<file path="src/rtl/apb_completer.sv">
// ---------------------------------------------------------------------------
// apb_completer
//
// APB completer serving a bank of 32-bit word registers. A transfer is
// captured on its setup edge, held for WAIT_STATES access cycles, then
// completed with a one-cycle pready pulse. Misaligned or out-of-range
// addresses, and requester protocol violations seen during the wait, are
// reported on pslverr. Errored transfers never touch the register bank.
//
// Ports
//   pclk      in   clock, all logic on rising edge
//   preset    in   synchronous active-high reset
//   psel      in   completer select
//   penable   in   access-phase indicator
//   pwrite    in   1 = write, 0 = read
//   paddr     in   byte address, register i at 4*i
//   pwdata    in   write data
//   pstrb     in   write byte strobes
//   prdata    out  read data, non-zero only while pready = 1
//   pready    out  completion pulse, exactly one cycle per transfer
//   pslverr   out  error response, valid only while pready = 1
//
// state | meaning
// ------+-------------------------------------------------------------
// IDLE  | waiting for a setup phase (psel=1, penable=0)
// WAIT  | access phase, counting wait states, checking protocol
// DONE  | pready high; next edge is the completion edge (write commit)
// ---------------------------------------------------------------------------
module apb_completer #(
   parameter int ADDR_WIDTH  = 32,
   parameter int DATA_WIDTH  = 32,
   parameter int NUM_REGS    = 16,
   parameter int WAIT_STATES = 1
) (
   input  logic                      pclk,
   input  logic                      preset,
   input  logic                      psel,
   input  logic                      penable,
   input  logic                      pwrite,
   input  logic [ADDR_WIDTH-1:0]     paddr,
   input  logic [DATA_WIDTH-1:0]     pwdata,
   input  logic [DATA_WIDTH/8-1:0]   pstrb,
   output logic [DATA_WIDTH-1:0]     prdata,
   output logic                      pready,
   output logic                      pslverr
);

   localparam int STRB_W = DATA_WIDTH / 8;
   localparam int IDX_W  = (NUM_REGS > 1) ? $clog2(NUM_REGS) : 1;

   localparam logic [ADDR_WIDTH-3:0] REG_LIMIT = (ADDR_WIDTH-2)'(NUM_REGS);
   localparam logic [3:0]            CNT_INIT  = (WAIT_STATES > 0) ? 4'(WAIT_STATES - 1) : 4'd0;

   localparam logic [1:0] ST_IDLE = 2'd0;
   localparam logic [1:0] ST_WAIT = 2'd1;
   localparam logic [1:0] ST_DONE = 2'd2;

   logic [1:0]            state_q,   state_d;
   logic [3:0]            cnt_q,     cnt_d;
   logic [ADDR_WIDTH-1:0] addr_q,    addr_d;
   logic                  write_q,   write_d;
   logic [DATA_WIDTH-1:0] wdata_q,   wdata_d;
   logic [STRB_W-1:0]     strb_q,    strb_d;
   logic                  err_q,     err_d;
   logic [DATA_WIDTH-1:0] prdata_q,  prdata_d;
   logic                  pready_q,  pready_d;
   logic                  pslverr_q, pslverr_d;

   logic [DATA_WIDTH-1:0] regs_q [NUM_REGS];

   logic                  setup;
   logic                  addr_err_in;
   logic                  proto_err;
   logic                  wr_en;
   logic [IDX_W-1:0]      rd_idx;
   logic [IDX_W-1:0]      wr_idx;

   assign setup       = psel & ~penable;
   assign addr_err_in = (paddr[1:0] != 2'b00) | (paddr[ADDR_WIDTH-1:2] >= REG_LIMIT);
   assign proto_err   = ~psel | ~penable | (paddr != addr_q) | (pwrite != write_q);

   // With zero wait states DONE is entered straight from IDLE, so the read
   // index has to come from the live bus instead of the captured address.
   assign rd_idx = (state_q == ST_IDLE) ? paddr[IDX_W+1:2] : addr_q[IDX_W+1:2];
   assign wr_idx = addr_q[IDX_W+1:2];

   always_comb begin
      state_d   = state_q;
      cnt_d     = cnt_q;
      addr_d    = addr_q;
      write_d   = write_q;
      wdata_d   = wdata_q;
      strb_d    = strb_q;
      err_d     = err_q;
      prdata_d  = prdata_q;
      pready_d  = pready_q;
      pslverr_d = pslverr_q;
      wr_en     = 1'b0;

      case (state_q)
         ST_IDLE: begin
            if (setup) begin
               addr_d  = paddr;
               write_d = pwrite;
               wdata_d = pwdata;
               strb_d  = pstrb;
               err_d   = addr_err_in;
               if (WAIT_STATES == 0) begin
                  state_d   = ST_DONE;
                  pready_d  = 1'b1;
                  pslverr_d = addr_err_in;
                  prdata_d  = (!pwrite && !addr_err_in) ? regs_q[rd_idx] : '0;
               end else begin
                  state_d = ST_WAIT;
                  cnt_d   = CNT_INIT;
               end
            end
         end

         ST_WAIT: begin
            err_d = err_q | proto_err;
            if (cnt_q == 4'd0) begin
               state_d   = ST_DONE;
               pready_d  = 1'b1;
               pslverr_d = err_d;
               prdata_d  = (!write_q && !err_d) ? regs_q[rd_idx] : '0;
            end else begin
               cnt_d = cnt_q - 4'd1;
            end
         end

         ST_DONE: begin
            state_d   = ST_IDLE;
            pready_d  = 1'b0;
            pslverr_d = 1'b0;
            prdata_d  = '0;
            // A requester that drops psel on the completion edge has
            // abandoned the transfer; nothing is written.
            wr_en     = write_q & ~err_q & psel & penable;
         end

         default: begin
            state_d = ST_IDLE;
         end
      endcase
   end

   always_ff @(posedge pclk) begin
      if (preset) begin
         state_q   <= ST_IDLE;
         cnt_q     <= 4'd0;
         addr_q    <= '0;
         write_q   <= 1'b0;
         wdata_q   <= '0;
         strb_q    <= '0;
         err_q     <= 1'b0;
         prdata_q  <= '0;
         pready_q  <= 1'b0;
         pslverr_q <= 1'b0;
         for (int i = 0; i < NUM_REGS; i++) begin
            regs_q[i] <= '0;
         end
      end else begin
         state_q   <= state_d;
         cnt_q     <= cnt_d;
         addr_q    <= addr_d;
         write_q   <= write_d;
         wdata_q   <= wdata_d;
         strb_q    <= strb_d;
         err_q     <= err_d;
         prdata_q  <= prdata_d;
         pready_q  <= pready_d;
         pslverr_q <= pslverr_d;
         for (int i = 0; i < NUM_REGS; i++) begin
            if (wr_en && (wr_idx == IDX_W'(i))) begin
               for (int b = 0; b < STRB_W; b++) begin
                  if (strb_q[b]) begin
                     regs_q[i][8*b +: 8] <= wdata_q[8*b +: 8];
                  end
               end
            end
         end
      end
   end

   assign prdata  = prdata_q;
   assign pready  = pready_q;
   assign pslverr = pslverr_q;

endmodule

</file>
<file path="config.mk">
export PLATFORM = sky130hd
export DESIGN_NAME = apb_completer
export DESIGN_NICKNAME = d
export VERILOG_FILES = /design/src/rtl/apb_completer.sv
export SDC_FILE = /design/constraint.sdc
export NUM_CORES = 1
export LEC_CHECK = 0
export BUFFER_PORTS_ARGS = -buffer_cell sky130_fd_sc_hd__clkbuf_2
export CAP_MARGIN = 20
export CORE_ASPECT_RATIO = 1.25
export CORE_MARGIN = 1
export CORE_UTILIZATION = 40
export CTS_CLUSTER_SIZE = 40
export DETAILED_ROUTE_END_ITERATION = 8
export GPL_TIMING_DRIVEN = 0
export HOLD_SLACK_MARGIN = 0.1
export SETUP_SLACK_MARGIN = 0.4
export SYNTH_ARGS = -nofsm -noshare
export SYNTH_HDL_FRONTEND = slang
export SYNTH_SLANG_ARGS = --single-unit
</file>
<file path="constraint.sdc">
create_clock -name pclk -period 2.49 [get_ports pclk]
set_input_delay 0.498 -clock pclk [delete_from_list [all_inputs] [get_ports pclk]]
set_output_delay 0.498 -clock pclk [all_outputs]
set_load 0.03 [all_outputs]
</file>
==> metrics.csv, run 1 <==
stage,metric,value,unit
die,Die H,290.5,um
worst_setup_path,Reg2Reg Setup Slack,0.27,ns
clock_network,Root Driver,clkbuf_16,
drt,wire per inst,24.39,um
clock_network,Skew-Pair Late Insertion Delay,0.63,ns
timing,Final setup viols,0,
global_route,grt ovf,0,
synth,Post-Synth Adder-Cell Area,0.0009397,
hold_path,hold path cells,3,
synth,mux cell area share after synthesis,0.04929,
synth,#FFs+latches synth,622,
timing,"Period Utilization, post-route",0.8909,
synth,Cell variety after synth,40,
synth,"Async S/R FF share, synth",0,
global_route,met2 Track Usage GR,0.4255,
clock_network,CTS tree,yes,
synth,Synth Area in XOR/XNOR,0.01151,
die,Ports,107,
global_route,pin count of the biggest net entering global routing,17,
global_route,gr busiest metal,met2,
timing,unrepaired setup endpoints after global routing,true,
worst_setup_path,R2R depth,9,
hold_path,hold_sp,pwdata[11],
synth,synthesized instance count,2380,
timing,Final Hold Fails,0,
global_route,initial antenna violation count,0,
worst_setup_path,crit path launch type,register,
global_route,global-route wire length before repair,123.0,mm
synth,Syn Area/Cell,11.19,um^2
power_and_ir_drop,Leak Pwr,12.25,nW
clock_network,H-tree depth,2,
drt,drt first pass iters,6,
place,Port Buf Inserts,106,
worst_setup_path,Max Fanout on Critical Path,10,
status,run status,"complete, no violations",
worst_setup_path,worst r2r src,state_q[0],
synth,largest family of logic cells by synthesized area,simple AND/OR/NAND/NOR gates,
clock_network,CTS Buf Count,58,
drt,via count,19540,
layout,share of layout cells above drive strength 1,0.2315,
global_route,met1 usage,0.3006,
global_route,vias in the first global route,19280,
drt,"wirelength, routed",85.92,mm
timing,Worst slew margin,0.3532,
power_and_ir_drop,pwr dens,719.9,nW/um^2
drt,Routed Antenna Nets,0,
die,die area,67620,um^2
synth,Synth Area in Compound Gates,0.07800,
job,max cap viols,0,
worst_setup_path,CP required,2.99,ns
synth,Mapped Nets,2455,
clock_network,CTS max path bufs,3,
die,chip width,232.8,um
layout,"most common cell after layout, fill and taps aside",edfxtp_1,
place,Post-DP Area,28290,um^2
clock_network,clk slew on worst S/H paths,0.06,ns
die,core area,65690,um^2
timing,Fin Hold WS,0.1136,ns
timing,Worst-Margin Slew,0.9702,ns
worst_setup_path,critical path arrival,2.71,ns
synth,Synth Warn #,0,
hold_path,"Endpoint, Worst Hold",wdata_q[11],
synth,Post-Synth Simple-Gate Area,0.1690,
synth,sequential area share after synthesis,0.6601,
place,GP Congestion,0.9188,
place,hpwl dp,58.88,mm
synth,leading post-synthesis cells by cell area,"edfxtp_1, dfxtp_1, nand2_1, mux2i_1, nor2_1",
worst_setup_path,CP Capture Type,register,
global_route,Total Routing Usage GR,0.2506,
layout,Nets,2690,
layout,"commonest cells after routing, fill and taps aside","edfxtp_1, nand2_1, nor2_1",
power_and_ir_drop,Design Power,23.54,mW
synth,most used flip-flop cell after synthesis,edfxtp_1,
layout,synthesis-to-layout area growth,22.79,%
hold_path,worst min path class,primary input to register,
timing,Clock Skew,0.01685,ns
timing,max-slew violation count,0,
synth,Post-synth EDFFs,512,
die,Starting Density,0.4054,
timing,fin crit period,2.218,ns
global_route,met3 Resource Use GR,0.05259,
power_and_ir_drop,maximum vdd drop,0.5808,mV
drt,Residual DRC,0,
clock_network,clk sink count,622,
layout,number of fill cells,5782,
layout,final instance area,32700,um^2
synth,Synth top area share,0.5774,
die,Site Rows,105,
drt,DRT iter0 DRCs,1647,
synth,Post-Synthesis Cell Area,26630,um^2
worst_setup_path,worst reg2reg endpoint,prdata[31],
worst_setup_path,CP Class,register to register,
synth,dominant cell type by area after synthesis,edfxtp_1,
drt,post-DR vias/cell,5.547,
timing,fmax,450.8,MHz
-- metrics by stage --
stage	cells	worst slack (ns)	util	TNS [ns]
6_report	3522	0.2718	0.4978	0
5_1_grt	3521	0.2331	0.4978	0
4_1_cts	3512	0.1797	0.4862	0
3_5_place_dp	3345	-1.041	0.4307	-484.13
3_3_place_gp	3342	-1.268	0.4301	-494.29
2_1_floorplan	2380	0.4091	-	0
-- cells in the mapped netlist (2+ instances only) --
master and instances:
nand2_1 539, edfxtp_1 512, nor2_1 342, a21oi_1 199, mux2i_1 130, clkbuf_1 115
dfxtp_1 110, nand2b_1 77, nor4_1 75, o22ai_1 64, inv_1 36, a211oi_2 30
a21o_1 24, buf_2 22, xnor2_1 22, buf_4 13, xor2_1 13, nor3_1 8
buf_1 6, nand4_1 6, nand3_1 4, nor3b_1 4, a211oi_1 3, a31oi_4 3
buf_6 3, nand3b_1 3, nor2b_1 3, ha_1 2
-- power breakdown --
part | internal, mW | switching (mW) | leakage [nW]
logic | 0.796 | 1.61 | 5.10
registers | 11.6 | 0.131 | 6.17
clock network | 5.38 | 4.01 | 0.980
-- layout make-up --
class	instances	area, um^2	share of cell area
antenna	1	2.502	0.00007653
buffer	159	1044	0.03191
clock buffer	76	1644	0.05028
clock inverter	34	354.1	0.01083
inverter	36	135.1	0.004133
multi-input combinational	1563	9588	0.2932
sequential	622	17590	0.5380
tap	856	1071	0.03275
timing repair buffer	175	1270	0.03884
-- repair_timing --
action	in CTS	in global routing
hold buffers	19	0
resized for setup	325	186
hold endpoints to repair	19	0
cloned	1	0
setup buffers	37	9
pin swaps	25	17
endpoints found under the setup margin	907	635
-- worst max-delay path by stage --
stage	depth (start not counted)	start	slack [ns]	endpoint
6_report	9	state_q[0]	0.27	prdata[31]
5_1_grt	8	addr_q[7]	0.23	prdata[3]
4_1_cts	8	addr_q[1]	0.18	prdata[3]
3_5_place_dp	6	preset	-1.04	regs_q[11][20]
3_3_place_gp	7	psel	-1.27	regs_q[4][21]
2_1_floorplan	5	preset	0.41	regs_q[11][24]
-- layer usage --
| layer | vias to the layer above | part of all wire |
|---|---|---|
| met5 | - | 0.00026 |
| met4 | 2 | 0.047 |
| met3 | 210 | 0.080 |
| met2 | 929 | 0.50 |
| met1 | 9585 | 0.37 |
| li1 | 8810 | - |
-- cells by family (layout without fill, tap and decap cells) --
| group | Yosys count | after routing |
|---|---|---|
| compound gates | 328 | 328 |
| flops | 622 | 622 |
| fa+ha+maj | 2 | 2 |
| mux | 131 | 131 |
| other cells | 0 | 1 |
| xor+xnor | 35 | 35 |
| buf+inv | 195 | 480 |
| simple gates | 1067 | 1067 |
-- state kept, by name, summed over array words and instances (netlist names), 2 cells and up --
signal / cells
prdata: 32
wdata_q: 32
addr_q: 32
strb_q: 4
regs_q: 512
state_q: 2
cnt_q: 4
-- critical path: stages, from the launching register on --
cell,delay [ns]
dfxtp_4,0.37
nor2_4,0.13
mux2_4,0.31
buf_6,0.15
buf_4,0.23
buf_4,0.24
nand2_1,0.10
a21oi_1,0.08
nor4_1,0.36
a211oi_1,0.11
Power figures use the tool's default switching activity.
==> inputs of run 2 (changes only) <==
- CORE_ASPECT_RATIO: 1.25 -> 1.5
==> metrics.csv, run 2 (synthesis results as in run 1) <==
stage,metric,value,unit,change
global_route,vias in the first global route,19450,,+0.90%
worst_setup_path,CP required,2.98,ns,about the same
power_and_ir_drop,Design Power,23.20,mW,-1.5%
clock_network,CTS max path bufs,3,,unchanged
layout,synthesis-to-layout area growth,23.92,%,
worst_setup_path,crit path launch type,register,,
drt,Residual DRC,0,,unchanged
place,Placed Cells,3366,,+0.63%
layout,Nets,2693,,+0.11%
clock_network,Skew-Pair Late Insertion Delay,0.62,ns,about the same
drt,"wirelength, routed",87.79,mm,+2.2%
drt,DRT iter0 DRCs,1824,,+11%
timing,unrepaired setup endpoints after global routing,true,,
layout,Post-Layout Cell Count,3544,,+0.62%
worst_setup_path,Max Fanout on Critical Path,6,,-4
clock_network,H-tree depth,2,,unchanged
status,run status,"complete, no violations",,
power_and_ir_drop,internal cell power,17.48,mW,-1.8%
clock_network,CTS Buf Count,57,,-1.7%
die,die area,67630,um^2,about the same
die,core area,65760,um^2,+0.10%
power_and_ir_drop,sw frac,0.2464,,+0.002381
power_and_ir_drop,clock group share of total power,0.384,,-0.015
layout,Top reg by flops,regs_q,,
die,Ports,107,,unchanged
timing,Worst-Margin Slew,0.8297,ns,-0.1404 ns
timing,"Period Utilization, post-route",0.8884,,-0.002506
clock_network,clk sink count,622,,unchanged
drt,wire per inst,24.77,um,+1.5%
power_and_ir_drop,sequential share of power,0.507,,+0.008
layout,max reg flops,512,,unchanged
timing,max-slew violation count,0,,unchanged
timing,fin crit period,2.212,ns,-0.006241 ns
drt,post-DR vias/cell,5.574,,+0.49%
die,Site Rows,115,,+9.5%
timing,Clock Skew,0.02054,ns,+0.003684 ns
global_route,grt ovf,0,,unchanged
layout,"most common cell after layout, fill and taps aside",edfxtp_1,,
worst_setup_path,CP Class,register to register,,
hold_path,worst min path class,primary input to register,,
layout,share of layout cells above drive strength 1,0.2370,,+0.005451
die,chip width,212.7,um,-8.6%
die,Starting Density,0.4050,,-0.0004243
timing,Worst slew margin,0.4468,,+0.09362
power_and_ir_drop,maximum vdd drop,0.5806,mV,about the same
place,Port Buf Inserts,106,,unchanged
global_route,pin count of the biggest net entering global routing,16,,-1
die,Die H,318.0,um,+9.5%
drt,drt first pass iters,6,,unchanged
power_and_ir_drop,Leak Pwr,12.25,nW,about the same
timing,Final Hold Fails,0,,unchanged
place,hpwl dp,60.54,mm,+2.8%
clock_network,clk slew on worst S/H paths,0.07,ns,about the same
global_route,initial antenna violation count,0,,unchanged
clock_network,Root Driver,clkbuf_16,,
layout,# diodes,0,,-1
place,GP Congestion,0.9169,,-0.21%
global_route,global-route wire length before repair,125.3,mm,+1.9%
timing,Final setup viols,0,,unchanged
worst_setup_path,critical path arrival,2.70,ns,about the same
timing,fmax,452.1,MHz,+0.28%
worst_setup_path,CP Capture Type,register,,
power_and_ir_drop,net switching power,5.717,mW,-0.49%
global_route,Total Routing Usage GR,0.2566,,+0.006010
drt,Routed Antenna Nets,0,,unchanged
drt,via count,19750,,+1.1%
power_and_ir_drop,combinational share of power,0.109,,+0.007
clock_network,CTS tree,yes,,
power_and_ir_drop,pwr dens,702.9,nW/um^2,-2.4%
layout,"commonest cells after routing, fill and taps aside","edfxtp_1, nand2_1, nor2_1",,
job,max cap viols,0,,unchanged
run 2: cell count changes in the layout (fill, tap and decap cells not counted), sizes merged:
cell,before,now
clkbuf,283,298
bufinv,7,4
clkinvlp,3,2
buf,108,102
dlygate4sd3,19,17
inv,36,38
diode,1,0
clkinv,24,21
run 2: through the flow:
step | hold slack [ns] | area, um^2 | setup slack [ns] | util | TNS, ns
2_1_floorplan | 0.4368 | 26650 | 0.4091 | - | 0
3_3_place_gp | 0.4423 | 28280 | -1.314 | 0.4300 | -677.44
3_5_place_dp | 0.4474 | 28320 | -1.337 | 0.4306 | -646.01
4_1_cts | 0.1003 | 32280 | 0.2641 | 0.4909 | 0
5_1_grt | 0.1258 | 33000 | 0.2066 | 0.5018 | 0
6_report | 0.1208 | 33000 | 0.2780 | 0.5018 | 0
run 2: final timing paths:
kind,startpoint,to,slack [ns],cells past startpoint
min reg2reg,wdata_q[1],wdata_q[1],0.46,2
max reg2reg,state_q[1],prdata[26],0.28,10
min,pwdata[15],wdata_q[15],0.12,3
max,state_q[1],prdata[26],0.28,10
run 2: cell type report:
cell class / instances / area (um^2)
buffer: 159 / 1130
clock buffer: 79 / 1634
clock inverter: 29 / 254.0
fill: 5730 / 32760
inverter: 36 / 135.1
multi-input combinational: 1563 / 9769
sequential: 622 / 17600
tap: 877 / 1097
timing repair buffer: 179 / 1381
run 2: power groups by stage:
stage / Combinational (mW) / Clock, mW / Sequential (mW)
after floorplan: 1.18 / 0 / 11.9
after global placement: 1.99 / 0 / 12.0
after detailed placement: 2.02 / 0 / 12.0
after CTS: 2.36 / 8.97 / 11.8
after global routing: 2.63 / 9.31 / 11.8
final: 2.52 / 8.92 / 11.8
run 2: worst max-delay path, stage by stage, from the launching register on:
cell	delay [ns]
dfxtp_4	0.36
nor2_4	0.13
mux2_4	0.32
clkbuf_16	0.18
buf_12	0.15
buf_16	0.15
buf_12	0.14
mux2i_2	0.19
o22ai_2	0.15
nor4_4	0.26
a211oi_2	0.05
run 2: repair_timing:
| action | 4_1_cts | 5_1_grt |
|---|---|---|
| hold endpoints to repair | 17 | 0 |
| gates cloned | 1 | 3 |
| buffers inserted | 38 | 11 |
| hold buffers | 17 | 0 |
| pin swaps | 35 | 26 |
| setup endpoints to repair | 962 | 572 |
| gates resized for setup | 407 | 135 |
run 2: per-layer routing:
layer / share of wire / global-route usage / vias to the layer above
met5: 0 / 0 / -
met4: 0.061 / 0.1498 / 0
met3: 0.081 / 0.04187 / 257
met2: 0.50 / 0.4372 / 966
met1: 0.36 / 0.3029 / 9709
li1: - / - / 8822
